## src/rtl/synapse_row_accumulator.sv

```systemverilog
// synapse_row_accumulator
//
// Scans the NUM_NEURONS x NUM_NEURONS synapse weight matrix one row at a time.
// For each row it forms the signed coupling sum sum_j W[i][j]*s_j, where s_j is
// +1 or -1 according to a snapshot of the neuron phase vector. Each row result
// is handed to the phase-update logic through a valid/ready handshake.
//
// Ports:
//   clk           system clock, rising edge
//   rst_n         synchronous active-low reset
//   start         one-cycle scan request, only honoured while idle
//   neuron_state  phase bits (1 -> s=+1, 0 -> s=-1), captured on start
//   addr_row      registered row address to the weight memory
//   addr_col      registered column address to the weight memory
//   weight        signed W[addr_row][addr_col], combinational from memory
//   busy          high whenever a scan is in progress (any non-idle state)
//   sum_valid     a row result is being presented
//   sum_ready     consumer accepts the presented result
//   sum_row       neuron index of the presented result
//   sum_data      signed coupling sum for sum_row
//   sum_sign      next-phase bit, 1 when sum_data >= 0
//   done          one-cycle pulse after the last row has been accepted
module synapse_row_accumulator #(
  parameter int NUM_NEURONS  = 15,
  parameter int WEIGHT_WIDTH = 5,
  parameter int SUM_WIDTH    = 9,
  parameter int ADDR_WIDTH   = 4
) (
  input  logic                          clk,
  input  logic                          rst_n,
  input  logic                          start,
  input  logic [NUM_NEURONS-1:0]        neuron_state,
  output logic [ADDR_WIDTH-1:0]         addr_row,
  output logic [ADDR_WIDTH-1:0]         addr_col,
  input  logic signed [WEIGHT_WIDTH-1:0] weight,
  output logic                          busy,
  output logic                          sum_valid,
  input  logic                          sum_ready,
  output logic [ADDR_WIDTH-1:0]         sum_row,
  output logic signed [SUM_WIDTH-1:0]   sum_data,
  output logic                          sum_sign,
  output logic                          done
);

  typedef enum logic [1:0] {IDLE, ACCUM, EMIT, DONE} state_t;

  localparam logic [ADDR_WIDTH-1:0] LAST_IDX = ADDR_WIDTH'(NUM_NEURONS - 1);

  state_t                        state_reg, state_next;
  logic [NUM_NEURONS-1:0]        snap_reg;
  logic [ADDR_WIDTH-1:0]         row_reg, col_reg;
  logic signed [SUM_WIDTH-1:0]   acc_reg;
  logic                          sum_valid_reg;
  logic [ADDR_WIDTH-1:0]         sum_row_reg;
  logic signed [SUM_WIDTH-1:0]   sum_data_reg;
  logic                          sum_sign_reg;

  logic                          last_col, last_row, handshake;
  logic signed [SUM_WIDTH-1:0]   weight_ext, term, acc_sum;

  assign last_col  = (col_reg == LAST_IDX);
  assign last_row  = (row_reg == LAST_IDX);
  assign handshake = sum_valid_reg && sum_ready;

  // Sign-extend before negating so that -(-2^(WEIGHT_WIDTH-1)) is exact.
  assign weight_ext = {{(SUM_WIDTH-WEIGHT_WIDTH){weight[WEIGHT_WIDTH-1]}}, weight};

  // The diagonal is forced to zero regardless of what the memory holds, so a
  // neuron never couples to itself.
  always_comb begin
    term = '0;
    if (col_reg != row_reg) begin
      term = snap_reg[col_reg] ? weight_ext : -weight_ext;
    end
  end

  assign acc_sum = acc_reg + term;

  // State register
  always_ff @(posedge clk) begin
    if (!rst_n) begin
      state_reg <= IDLE;
    end else begin
      state_reg <= state_next;
    end
  end

  // Next-state logic
  always_comb begin
    state_next = state_reg;
    case (state_reg)
      IDLE:    if (start) state_next = ACCUM;
      ACCUM:   if (last_col) state_next = EMIT;
      EMIT:    if (handshake) state_next = last_row ? DONE : ACCUM;
      DONE:    state_next = IDLE;
      default: state_next = IDLE;
    endcase
  end

  // Datapath: scan counters, accumulator and the presented result
  always_ff @(posedge clk) begin
    if (!rst_n) begin
      snap_reg      <= '0;
      row_reg       <= '0;
      col_reg       <= '0;
      acc_reg       <= '0;
      sum_valid_reg <= 1'b0;
      sum_row_reg   <= '0;
      sum_data_reg  <= '0;
      sum_sign_reg  <= 1'b0;
    end else begin
      case (state_reg)
        IDLE: begin
          if (start) begin
            snap_reg <= neuron_state;
            row_reg  <= '0;
            col_reg  <= '0;
            acc_reg  <= '0;
          end
        end
        ACCUM: begin
          acc_reg <= acc_sum;
          if (last_col) begin
            // Column address stays on the last column while the row waits in EMIT.
            sum_data_reg  <= acc_sum;
            sum_sign_reg  <= ~acc_sum[SUM_WIDTH-1];
            sum_row_reg   <= row_reg;
            sum_valid_reg <= 1'b1;
          end else begin
            col_reg <= col_reg + 1'b1;
          end
        end
        EMIT: begin
          if (handshake) begin
            sum_valid_reg <= 1'b0;
            if (!last_row) begin
              row_reg <= row_reg + 1'b1;
              col_reg <= '0;
              acc_reg <= '0;
            end
          end
        end
        default: ;
      endcase
    end
  end

  assign addr_row  = row_reg;
  assign addr_col  = col_reg;
  assign busy      = (state_reg != IDLE);
  assign done      = (state_reg == DONE);
  assign sum_valid = sum_valid_reg;
  assign sum_row   = sum_row_reg;
  assign sum_data  = sum_data_reg;
  assign sum_sign  = sum_sign_reg;

endmodule

```

## config.mk

```make
export PLATFORM = sky130hd
export DESIGN_NAME = synapse_row_accumulator
export DESIGN_NICKNAME = d
export VERILOG_FILES = /design/src/rtl/synapse_row_accumulator.sv
export SDC_FILE = /design/constraint.sdc
export NUM_CORES = 1
export LEC_CHECK = 0
export ABC_CLOCK_PERIOD_IN_PS = 4600
export CAP_MARGIN = 20
export CORE_MARGIN = 4
export CORE_UTILIZATION = 53
export CTS_BUF_LIST = sky130_fd_sc_hd__clkbuf_16
export CTS_CLUSTER_SIZE = 25
export DETAILED_ROUTE_END_ITERATION = 6
export PLACE_DENSITY = 0.9
export SYNTH_ARGS = -nofsm -noshare
export SYNTH_HDL_FRONTEND = slang
export SYNTH_SLANG_ARGS = --single-unit
```

## constraint.sdc

```tcl
create_clock -name clk -period 4.6 [get_ports clk]
set_clock_uncertainty 0.15 [all_clocks]
set_input_delay 0.92 -clock clk [delete_from_list [all_inputs] [get_ports clk]]
set_output_delay 0.92 -clock clk [all_outputs]
set_load 0.01 [all_outputs]
```

### After elaboration in Yosys (flattened, before gate mapping)

Cells that the tools add are included.

| storage, ports and cells | value |
|---|---|
| bits in registers | 49 |
| bits in latches | 0 |
| bits in writable memories | 0 |
| ROM bits | 0 |
| input port bits | 24 |
| output and inout port bits | 25 |
| logic and storage cells | 63 |
| memories kept | 0 |

| operators by class | value |
|---|---|
| $add $sub $neg | 4 |
| $mul | 0 |
| div/mod/pow operators | 0 |
| magnitude comparators | 1 |
| equality and inequality tests | 11 |
| shifts and indexed selects | 0 |
| multiplexer cells | 24 |
| bitwise logic cells | 1 |
| reduce and logical (&&, ||, !) cells | 13 |

Operators with widths:

| operator | number |
|---|---|
| 9-bit two-way mux | 5 |
| 9-bit one-hot mux with 3 select lines | 1 |
| 4-bit two-way mux | 6 |
| 4-bit one-hot mux with 3 select lines | 1 |
| 2-bit != test (second input constant) | 5 |
| 9-bit adder | 1 |
| 5-bit negator with 9-bit output | 1 |
| 4-bit by 1-bit adder with 4-bit output (second input constant) | 2 |
| 4-bit == test (second input constant) | 2 |
| 2-bit two-way mux | 4 |
| 2-bit one-hot mux with 4 select lines | 1 |
| 4-bit one-hot mux with 2 select lines | 1 |
| 4-bit AND reduction | 2 |
| 3-bit AND reduction | 2 |
| 2-bit nonzero test | 3 |
| 4-bit by 5-bit less-than comparator with 1-bit output (second input constant) | 1 |
| 5-bit AND reduction | 1 |
| 1-bit binary-select mux with 4-bit select | 1 |
| 2-bit == test (second input constant) | 2 |
| 4-bit != test | 1 |
| 2-bit AND reduction | 2 |
| 1-bit two-way mux | 3 |
| 3-bit nonzero test | 1 |
| 2-bit by 1-bit == test with 1-bit output (second input constant) | 1 |
| other kinds (4) | 4 |

### Logic depth before layout (Yosys ltp)

Gate-level depths: netlist of run 1.

| depth | value |
|---|---|
| depth after elaboration | 6 |
| depth in mapped cells | 13 |
| gate-level depth less buffers | 13 |

### Least setup slack after synthesis of run 1

OpenSTA, ideal clock, no wires.

| path | value |
|---|---|
| path type | register to register |
| start point | register col_reg[1], in the netlist addr_col[1] |
| end point | register sum_sign_reg, in the netlist sum_sign |
| library setup time | 0.133 ns |
| data arrival time | 3.597 ns |
| data required time | 4.317 ns |
| setup slack | 0.720 ns |
| stages on the path, launching flop included | 14 |
| buffers on the path | 1 |
| period minus slack after synthesis | 3.880 ns |
| cell sequence | dfxtp_1 buf_6 mux4_1 mux2i_1 mux2i_4 or3_2 a21oi_1 ha_1 a21oi_1 o21ai_0 a2111oi_0 nor4_1 o21ai_0 a31oi_1 |

| on the way | value |
|---|---|
| cells in the longest elaborated chain, start to end | 6 |
| elaborated cells between the ends (all ways) | 9 |
| classes of those cells | add/sub (1); eq/ne (2); mux (4); bitwise (1); reduce/logical (1) |

Ends and longest elaborated chain:

| what | line | RTL |
|---|---|---|
| from (decl) | 51 | `logic [ADDR_WIDTH-1:0] row_reg, col_reg;` |
| from (signal assigned) | 130 | `col_reg <= col_reg + 1'b1;` |
| 1-bit binary-select mux with 4-bit select | 73 | `term = snap_reg[col_reg] ? weight_ext : -weight_ext;` |
| 1-bit two-way mux (not written as such) | 73 |  |
| 9-bit two-way mux | 73 |  |
| 9-bit two-way mux | 72 | `if (col_reg != row_reg) begin` |
| 9-bit adder | 77 | `assign acc_sum = acc_reg + term;` |
| 1-bit inverter | 126 | `sum_sign_reg <= ~acc_sum[SUM_WIDTH-1];` |
| to (signal assigned) | 126 |  |
| to (decl) | 56 | `logic sum_sign_reg;` |

Several ways; a longest one is shown, not always the timed one. The select of a mux whose other input is x is not followed.
A chain may end at the register's enable or synchronous reset.

### Final worst setup path of run 1

Same ends and word-level chain as after synthesis.

==> summary.md, run 1 <==
| Metric | Value |
|---|---|
| Die Width | `79.77 um` |
| Worst Path Required | `4.61 ns` |
| Min-Delay Endpoint | `sum_data[3]` |
| Synth Area in XOR/XNOR | `5.041%` |
| Clk sinks | `49` |
| Post-route ant nets | `0` |
| Drt wl/cell | `15.31 um` |
| Setup Buffers After CTS | `0` |
| RSZ-0062 raised after global routing | `false` |
| Levels on crit path | `12` |
| Ports | `49` |
| Total power | `0.9719 mW` |
| Hold Path Origin | `sum_data[3]` |
| Buffer depth of the longest clock path | `2` |
| Clk_lat worst skew | `0.29 ns` |
| Hold Vio Cnt, Final | `0` |
| Cell total after placement | `437` |
| Routed via count | `2599` |
| Depth of the CTS H-tree | `2` |
| HP Class | `flip-flop to flip-flop` |
| Register-to-Register Setup Slack | `0.46 ns` |
| Clock root buffer master | `clkbuf_16` |
| Post-synthesis cell count | `336` |
| Startpoint Class | `flip-flop` |
| Share of cells above drive strength 1 | `5.305%` |
| Total grt overflow | `0` |
| Pwr dens | `285.3 nW/um2` |
| FF+latch count, synth | `49` |
| CTS resizes | `0` |
| PnR worst setup slack | `0.4605 ns` |
| Final GP Congestion | `0.8859` |
| R2R Path End | `sum_sign` |
| Distinct cells, synth | `50` |
| Post-CTS Hold Buffers | `0` |
| Synth-to-Final Area Change | `24.79%` |
| Tmin final | `4.139 ns` |
| Finished Layout Cells | `444` |
| First-pass GRT wire length | `11470 um` |
| Drt drc | `0` |
| Chip Height | `79.77 um` |
| CTS Buf Count | `5` |
| Mean Syn Cell Area | `8.125 um2` |
| Drt first pass iters | `5` |
| Nets | `416` |
| Avg Vias per Cell | `5.854` |
| HPWL Detailed | `4771 um` |
| Post-synthesis mux area share | `6.141%` |
| Post-Synth Adder-Cell Area | `7.149%` |
| Diode count | `0` |
| Critical Path, Cell by Cell | `mux4_1 > mux2i_1 > mux2i_4 > or3_2 > a21oi_1 > ha_1 > a21oi_1 > o21ai_0 > a2111oi_0 > nor3_1 > o22ai_1 > a31oi_1` |
| Seq/Total Area, Yosys | `35.93%` |
| Buffers on Ports | `48` |
| Largest family of logic cells by synthesized area | `simple AND/OR/NAND/NOR gates` |
| Number of synthesized flops with an enable pin | `0` |
| Post-place setup slack | `0.2455 ns` |
| Slowest cell on crit path | `a2111oi_0` |
| Mapped Area | `2730 um2` |
| Post-Place Cell Area | `3247 um2` |
| Main synth FF type | `dfxtp_1` |
| Core Region | `4848 um2` |
| Hold path depth | `2` |
| Synth warn | `0` |
| Row cnt | `25` |
| Initial antenna violation count | `0` |
| TNS Setup | `0 ns` |
| Post-Synth Simple-Gate Area | `23.74%` |
| CP Class | `flip-flop to flip-flop` |
| Max FFs per register | `15` |
| CP max FO | `9` |
| Crit path max-delay family | `compound AO/OA/AOI/OAI gates` |
| Critical path buffers and inverters | `0` |
| Period utilisation layout | `89.99%` |
| Max cap viols | `0` |
| Setup-failing EPs final | `0` |
| Global router's overall resource usage | `22.63%` |
| Tightest Pin Transition | `1.127 ns` |
| Worst R2R Start | `addr_col[1]` |
| Max Clk Rate | `241.6 MHz` |
| Initial drt markers | `345` |
| Crit path DAT | `4.15 ns` |
| Register-to-Register Path Depth | `12` |
| Total routed wirelength | `6798 um` |
| Status | `completed` |
| Most used cell, CP | `a21oi_1` |
| Peak supply drop | `0.2045 mV` |
| Pin count of the biggest net entering global routing | `42` |
| Crit end category | `flip-flop` |
| CTS tree | `built` |
| Slew headroom | `24.61%` |
| Mapped Nets | `375` |
| Final Max Slew Viols | `0` |
| Complex-gate fraction of the synthesized area | `17.92%` |
| Leak pwr | `1.283 nW` |
| Vias in the first global route | `2514` |
| Reg clk slew, reported paths | `0.06 ns` |
| Max stage delay on crit path | `0.77 ns` |
| Post-synth ARST share | `0%` |
| Initial Util | `56.31%` |
| Die ar. | `6363 um2` |
| Final instance area | `3407 um2` |
==> worst min-delay path: stages, from the launching register on <==
cell and delay [ns]:
dfxtp_1 0.31, nand2_1 0.05, a21oi_1 0.05
==> cell type report <==
cell class	count	area, um2
Multi-Input combinational cell	260	1638
Fill cell	359	1441
Sequential cell	49	980.9
Timing Repair Buffer	52	510.5
Clock buffer	5	125.1
Tap cell	67	83.83
Clock inverter	2	35.03
Inverter	9	33.78
==> worst max-delay path by stage <==
| stage | slack, ns | start | end |
|---|---|---|---|
| 2_1_floorplan | 0.72 | addr_col[1] | sum_sign |
| 3_3_place_gp | 0.44 | weight[0] | sum_sign |
| 3_5_place_dp | 0.25 | weight[1] | sum_sign |
| 4_1_cts | 0.50 | addr_col[1] | sum_sign |
| 5_1_grt | 0.11 | addr_col[1] | sum_sign |
| 6_report | 0.46 | addr_col[1] | sum_sign |
==> where the power goes <==
group	total [mW]	internal (mW)	switching [mW]	leakage, nW
Combinational	0.125	0.0566	0.0687	0.805
Sequential	0.444	0.435	0.00853	0.398
Clock	0.403	0.252	0.150	0.0797
==> through the flow <==
step	utilization, %	hold WS, ns
final	70.27	0.3052
after global routing	70.27	0.3161
after CTS	70.27	0.3071
after detailed placement	66.97	0.2989
after global placement	66.97	0.2900
after floorplan	-	0.2815
==> layer usage <==
layer  up-vias  wire length, um  global-route usage, %
li1       1263                -                      -
met1      1193             2963                  30.16
met2       119             3133                  35.48
met3        24              520                  4.966
met4         0              180                  9.291
met5         -                0                      0
==> synth_stat cells, types with 3 or more instances <==
cell      instances  share of area, %
xor2_1            7               2.2
nand2_1          61               8.4
nand3_1          10               1.8
nand4_1           6               1.4
xnor2_1           6               1.9
a22oi_1           6               1.6
a21oi_1          45               8.2
nor3_1            6               1.1
o21ai_0           6               1.1
nand2b_1         10               2.3
nor2_1           29               4.0
ha_1             14               6.4
dfxtp_1          49                36
clkbuf_1         15               2.1
mux2i_1           7               2.6
inv_1             8               1.1
a41oi_1           3              0.96
==> cell usage in the layout (no fill, tap or decap), types with 5 or more instances in the layout <==
master	instances
o21ai_0	6
xnor2_1	6
dfxtp_1	49
ha_1	14
xor2_1	7
a21oi_1	45
clkbuf_16	5
a22oi_1	6
inv_1	8
clkdlybuf4s50_1	48
nand3_1	10
nor3_1	6
nand2_1	61
mux2i_1	7
nand2b_1	10
nor2_1	29
nand4_1	6
==> logic make-up (layout without fill, tap and decap cells) <==
logic type / after synthesis / count (layout)
buffers and inverters: 27 / 68
multiplexers: 11 / 11
XOR/XNOR: 14 / 14
flip-flops: 49 / 49
AND/OR/NAND/NOR: 140 / 140
adder cells (fa/ha/maj): 15 / 15
AO/OA/AOI/OAI: 80 / 80
Power figures use the tool's default switching activity.
==> run 2, diff against run 1 <==
--- a/config.mk
+++ b/config.mk
@@ -8,11 +8,11 @@
 export ABC_CLOCK_PERIOD_IN_PS = 4600
 export CAP_MARGIN = 20
 export CORE_MARGIN = 4
-export CORE_UTILIZATION = 53
+export CORE_UTILIZATION = 35
 export CTS_BUF_LIST = sky130_fd_sc_hd__clkbuf_16
 export CTS_CLUSTER_SIZE = 25
 export DETAILED_ROUTE_END_ITERATION = 6
-export PLACE_DENSITY = 0.9
+export PLACE_DENSITY = 0.67
 export SYNTH_ARGS = -nofsm -noshare
 export SYNTH_HDL_FRONTEND = slang
 export SYNTH_SLANG_ARGS = --single-unit
==> run 2 against run 1 <==
Compared with the run above: first-iteration DRC count down 51%; critical path depth down 1; wire length down 0.53%; die area up 46%; via count down 5.3%; clock power down 15%; sequential cell count unchanged.
==> summary.md, run 2 (synthesized netlist as in run 1, its figures left out) <==
| Metric | Value |
|---|---|
| Status | `completed (unchanged)` |
| RSZ-0062 raised after global routing | `false (unchanged)` |
| Pin count of the biggest net entering global routing | `42 (unchanged)` |
| Max Clk Rate | `254.2 MHz (was 241.6 MHz)` |
| Pwr dens | `264.3 nW/um2 (was 285.3 nW/um2)` |
| Final instance area | `3435 um2 (was 3407 um2)` |
| First-pass GRT wire length | `11260 um (was 11470 um)` |
| Hold Vio Cnt, Final | `0 (unchanged)` |
| Slew headroom | `36.92% (was 24.61%)` |
| Max stage delay on crit path | `0.64 ns (was 0.77 ns)` |
| Hold Path Origin | `snap_reg[0] (was sum_data[3])` |
| Drt first pass iters | `4 (was 5)` |
| CP Class | `flip-flop to flip-flop (unchanged)` |
| CTS Buf Count | `5 (unchanged)` |
| Nets | `418 (was 416)` |
| Most used cell, CP | `a21oi_1 (unchanged)` |
| Area occupied by multi-input gates | `1638 um2 (unchanged)` |
| Most common cell after layout, fill and taps aside | `nand2_1 (unchanged)` |
| Setup Buffers After CTS | `0 (unchanged)` |
| Chip Height | `96.32 um (was 79.77 um)` |
| Synth-to-Final Area Change | `25.80% (was 24.79%)` |
| Peak supply drop | `0.1469 mV (was 0.2045 mV)` |
| Critical Path Source | `addr_col[1] (unchanged)` |
| Crit path max-delay family | `compound AO/OA/AOI/OAI gates (unchanged)` |
| Tightest Pin Transition | `0.9443 ns (was 1.127 ns)` |
| Initial antenna violation count | `0 (unchanged)` |
| Global router's overall resource usage | `15.30% (was 22.63%)` |
| Die Width | `96.32 um (was 79.77 um)` |
| Clk_lat worst skew | `0.28 ns (was 0.29 ns)` |
| Register area | `980.9 um2 (unchanged)` |
| Finished Layout Cells | `478 (was 444)` |
| Initial Util | `36.85% (was 56.31%)` |
| Tmin final | `3.934 ns (was 4.139 ns)` |
| Max FFs per register | `15 (unchanged)` |
| CTS tree | `built (unchanged)` |
| Slowest cell on crit path | `a2111oi_0 (unchanged)` |
| Avg Vias per Cell | `5.149 (was 5.854)` |
| HP Class | `flip-flop to flip-flop (unchanged)` |
| Buffer depth of the longest clock path | `2 (unchanged)` |
| Post-Place Cell Area | `3302 um2 (was 3247 um2)` |
| Drt drc | `0 (unchanged)` |
| Setup-failing EPs final | `0 (unchanged)` |
| Clock root buffer master | `clkbuf_16 (unchanged)` |
| Buffers on Ports | `48 (unchanged)` |
| Vias in the first global route | `2349 (was 2514)` |
| Final Max Slew Viols | `0 (unchanged)` |
| Diode count | `0 (unchanged)` |
| Worst R2R Start | `addr_col[1] (unchanged)` |
| Crit end category | `flip-flop (unchanged)` |
| Critical Path, Cell by Cell | `mux4_1 > mux2i_1 > mux2i_4 > or3_2 > a21oi_1 > ha_1 > a21oi_1 > o21bai_1 > a2111oi_0 > or2_2 > o311ai_0 (was mux4_1 > mux2i_1 > mux2i_4 > or3_2 > a21oi_1 > ha_1 > a21oi_1 > o21ai_0 > a2111oi_0 > nor3_1 > o22ai_1 > a31oi_1)` |
| Drt wl/cell | `14.15 um (was 15.31 um)` |
| Post-route ant nets | `0 (unchanged)` |
| Post-CTS Hold Buffers | `0 (unchanged)` |
| Startpoint Class | `flip-flop (unchanged)` |
| PnR worst setup slack | `0.6662 ns (was 0.4605 ns)` |
| Share of cells above drive strength 1 | `5.277% (was 5.305%)` |
| Crit path DAT | `3.92 ns (was 4.15 ns)` |
| Depth of the CTS H-tree | `2 (unchanged)` |
| Commonest non-fill, non-tap cells in the layout | `nand2_1, dfxtp_1, clkdlybuf4s50_1 (unchanged)` |
| Period utilisation layout | `85.52% (was 89.99%)` |
| Leak pwr | `1.281 nW (was 1.283 nW)` |
| CP max FO | `9 (unchanged)` |
| Final GP Congestion | `0.8390 (was 0.8859)` |
| Clk sinks | `49 (unchanged)` |
| HPWL Detailed | `4955 um (was 4771 um)` |
| Fin Hold WS | `0.3020 ns (was 0.3052 ns)` |
| Core Region | `7408 um2 (was 4848 um2)` |
| Max cap viols | `0 (unchanged)` |
| Initial drt markers | `169 (was 345)` |
| TNS Setup | `0 ns (unchanged)` |
| Reg clk slew, reported paths | `0.06 ns (about the same)` |
| Row cnt | `31 (was 25)` |
| Die ar. | `9278 um2 (was 6363 um2)` |
| Fill count | `721 (was 359)` |
| Final core utilization | `46.36% (was 70.27%)` |
| Cell total after placement | `471 (was 437)` |
| Worst Path Required | `4.58 ns (was 4.61 ns)` |
| Total power | `0.9077 mW (was 0.9719 mW)` |
| Ports | `49 (unchanged)` |
| Post-place setup slack | `0.3689 ns (was 0.2455 ns)` |
| CTS resizes | `0 (unchanged)` |
| Total grt overflow | `0 (unchanged)` |
| Total routed wirelength | `6762 um (was 6798 um)` |
| Critical path buffers and inverters | `0 (unchanged)` |
| Routed via count | `2461 (was 2599)` |
==> run 2: power by group <==
group	internal (mW)	leakage, nW	switching (mW)	total (mW)
sequential	0.435	0.398	0.00817	0.444
combinational	0.0564	0.815	0.0660	0.122
clock	0.195	0.0685	0.147	0.342
==> run 2: final cells by class <==
type,instances,share of cell area [%]
clock inverters,2,0.2186
flip-flops and latches,49,28.56
inverters,9,0.9836
multi-input cells,260,47.69
repair buffers,54,15.30
clock buffers,5,3.643
well taps,99,3.607
==> run 2: worst reg2reg max path: cells and delay by family (launching register included) <==
kind,cells,cell delay (ns)
compound gates,5,1.26
fa+ha+maj,1,0.28
flops,1,0.34
mux,3,1.07
simple gates,2,0.68
==> run 2: path summary, 6_finish.rpt <==
kind / end / slack, ns / depth (start not counted)
setup reg to reg: sum_data[7] / 0.67 / 11
hold reg to reg: snap_reg[0] / 0.30 / 2
setup / recovery: sum_data[7] / 0.67 / 11
hold / removal: snap_reg[0] / 0.30 / 2
==> run 2: per-layer routing <==
metal,up-vias,GRT usage [%],wire length [um]
met1,1139,21.39,3344
li1,1270,-,-
met3,7,2.580,234
met4,0,5.023,85
met5,-,0,0
met2,45,23.86,3097
==> run 3, diff against run 2 <==
--- a/config.mk
+++ b/config.mk
@@ -5,14 +5,13 @@
 export SDC_FILE = /design/constraint.sdc
 export NUM_CORES = 1
 export LEC_CHECK = 0
-export ABC_CLOCK_PERIOD_IN_PS = 4600
 export CAP_MARGIN = 20
-export CORE_MARGIN = 4
 export CORE_UTILIZATION = 35
 export CTS_BUF_LIST = sky130_fd_sc_hd__clkbuf_16
 export CTS_CLUSTER_SIZE = 25
 export DETAILED_ROUTE_END_ITERATION = 6
 export PLACE_DENSITY = 0.67
+export SKIP_LAST_GASP = 1
 export SYNTH_ARGS = -nofsm -noshare
 export SYNTH_HDL_FRONTEND = slang
 export SYNTH_SLANG_ARGS = --single-unit
==> run 3 against run 2 <==
Compared with the run above: first-iteration DRC count fell by 45%; non-clock buffer count did not move; via count barely moved; design area rose by 0.40%; worst hold slack barely moved; critical path depth rose by 2; register-to-register slack got worse by 0.09 ns; sequential share of layout area fell by 0.11 points; sequential power barely moved; setup slack got worse by 0.093 ns; largest cell class unchanged; largest power group unchanged.
==> summary.md, run 3 (synthesized netlist as in run 1, its figures left out) <==
| Metric | Value |
|---|---|
| Status | `completed (unchanged)` |
| Worst Path Required | `4.60 ns (was 4.58 ns)` |
| Tmin final | `4.027 ns (was 3.934 ns)` |
| Drt wl/cell | `13.92 um (was 14.15 um)` |
| Leak pwr | `1.285 nW (was 1.281 nW)` |
| Final Max Slew Viols | `0 (unchanged)` |
| Total routed wirelength | `6670 um (was 6762 um)` |
| Tightest Pin Transition | `0.8846 ns (was 0.9443 ns)` |
| Final GP Congestion | `0.7983 (was 0.8390)` |
| Global router's overall resource usage | `17.01% (was 15.30%)` |
| First-pass GRT wire length | `11290 um (was 11260 um)` |
| Setup-failing EPs final | `0 (unchanged)` |
| Initial antenna violation count | `0 (unchanged)` |
| Reg power frac | `47.9% (was 48.9%)` |
| HP Class | `flip-flop to flip-flop (unchanged)` |
| Most common cell after layout, fill and taps aside | `nand2_1 (unchanged)` |
| Share of cells above drive strength 1 | `5.789% (was 5.277%)` |
| Hold Path Origin | `snap_reg[0] (unchanged)` |
| Reg clk slew, reported paths | `0.07 ns (was 0.06 ns)` |
| Comb power frac | `13.2% (was 13.5%)` |
| CP Class | `flip-flop to flip-flop (unchanged)` |
| Clock power share | `38.8% (was 37.6%)` |
| Setup Buffers After CTS | `0 (unchanged)` |
| Sw power | `0.2335 mW (was 0.2213 mW)` |
| Clk sinks | `49 (unchanged)` |
| RSZ-0062 raised after global routing | `false (unchanged)` |
| Register-to-Register Path Depth | `13 (was 11)` |
| CP max FO | `11 (was 9)` |
| Initial Util | `36.85% (unchanged)` |
| Core Region | `7408 um2 (unchanged)` |
| Critical Path Source | `addr_col[1] (unchanged)` |
| Crit path DAT | `4.03 ns (was 3.92 ns)` |
| Nets | `418 (unchanged)` |
| Diode count | `0 (unchanged)` |
| Routed via count | `2462 (was 2461)` |
| CTS resizes | `0 (unchanged)` |
| Clock root buffer master | `clkbuf_16 (unchanged)` |
| Clk_lat worst skew | `0.29 ns (was 0.28 ns)` |
| Register-to-Register Setup Slack | `0.57 ns (was 0.67 ns)` |
| Switching Fraction | `25.25% (was 24.38%)` |
| Worst R2R Start | `addr_col[1] (unchanged)` |
| Period utilisation layout | `87.54% (was 85.52%)` |
| Synth-to-Final Area Change | `26.31% (was 25.80%)` |
| Fin Hold WS | `0.3016 ns (was 0.3020 ns)` |
| Peak supply drop | `0.1395 mV (was 0.1469 mV)` |
| Startpoint Class | `flip-flop (unchanged)` |
| Avg Vias per Cell | `5.140 (was 5.149)` |
| Int Pwr | `0.6914 mW (was 0.6865 mW)` |
| Die ar. | `8158 um2 (was 9278 um2)` |
| Vias in the first global route | `2399 (was 2349)` |
| CTS Buf Count | `5 (unchanged)` |
| Hold path depth | `2 (unchanged)` |
| Crit end category | `flip-flop (unchanged)` |
| TNS Setup | `0 ns (unchanged)` |
| Row cnt | `31 (unchanged)` |
| Max cap viols | `0 (unchanged)` |
| Buffers on Ports | `48 (unchanged)` |
| Ports | `49 (unchanged)` |
| Hold Vio Cnt, Final | `0 (unchanged)` |
| Depth of the CTS H-tree | `2 (unchanged)` |
| R2R Path End | `sum_data[7] (unchanged)` |
| Min-Delay Endpoint | `snap_reg[0] (unchanged)` |
| Final core utilization | `46.55% (was 46.36%)` |
| Buffer depth of the longest clock path | `2 (unchanged)` |
| Initial drt markers | `93 (was 169)` |
| Commonest non-fill, non-tap cells in the layout | `nand2_1, dfxtp_1, clkdlybuf4s50_1 (unchanged)` |
| Total grt overflow | `0 (unchanged)` |
| Chip Height | `90.32 um (was 96.32 um)` |
| Drt drc | `0 (unchanged)` |
| Slew headroom | `40.90% (was 36.92%)` |
| Post-CTS Hold Buffers | `0 (unchanged)` |
| Pin count of the biggest net entering global routing | `42 (unchanged)` |
| Post-route ant nets | `0 (unchanged)` |
| Max Clk Rate | `248.3 MHz (was 254.2 MHz)` |
| HPWL Detailed | `4821 um (was 4955 um)` |
| Die Width | `90.32 um (was 96.32 um)` |
| Max FFs per register | `15 (unchanged)` |
| Drt first pass iters | `4 (unchanged)` |
| CTS tree | `built (unchanged)` |
| Pwr dens | `268.2 nW/um2 (was 264.3 nW/um2)` |
run 3: final cells by class:
type	instances	area, um2
clock buffers	5	125.1
clock inverters	3	17.52
fillers	726	3960
inverters	9	33.78
multi-input cells	260	1638
flip-flops and latches	49	980.9
well taps	99	123.9
repair buffers	54	529.3
run 3: worst max-delay path by stage:
stage | slack [ns] | endpoint | depth (start not counted)
after floorplan | 0.72 | sum_sign | 13
after global placement | 0.45 | sum_data[7] | 11
after detailed placement | 0.38 | sum_data[7] | 11
after CTS | 0.58 | sum_data[7] | 13
after global routing | 0.34 | acc_reg[7] | 13
final | 0.57 | sum_data[7] | 13
run 3: routing by layer:
metal	vias to the layer above	track usage [%]	wire length (um)
met2	46	27.48	3015
li1	1268	-	-
met5	-	0	0
met4	0	6.183	89
met1	1140	22.73	3319
met3	8	2.946	246
run 3: power groups by stage:
stage / logic [mW] / registers [mW] / clock network, mW
finish: 0.123 / 0.443 / 0.359
global route: 0.137 / 0.445 / 0.380
CTS: 0.123 / 0.443 / 0.365
detailed placement: 0.123 / 0.453 / 0
global placement: 0.120 / 0.452 / 0
floorplan: 0.0790 / 0.450 / 0
run 3: critical path, cell delays in order, from the launching register on:
cell       delay, ns
dfxtp_1         0.34
buf_4           0.21
mux2i_1         0.10
mux4_2          0.54
mux2i_4         0.30
mux2i_1         0.23
nor2_1          0.09
ha_1            0.30
a21o_1          0.16
a21oi_1         0.22
o21bai_1        0.12
a2111oi_0       0.74
or2_2           0.25
o311ai_0        0.12
run 3: stage by stage:
stage | cell area, um2 | std cells | setup WS [ns] | power, mW
3_5_place_dp | 3306 | 471 | 0.3796 | 0.5757
2_1_floorplan | 2730 | 336 | 0.7203 | 0.5292
6_report | 3448 | 479 | 0.5730 | 0.9249
5_1_grt | 3448 | 479 | 0.3445 | 0.9620
3_3_place_gp | 3294 | 470 | 0.4540 | 0.5727
4_1_cts | 3448 | 479 | 0.5780 | 0.9317
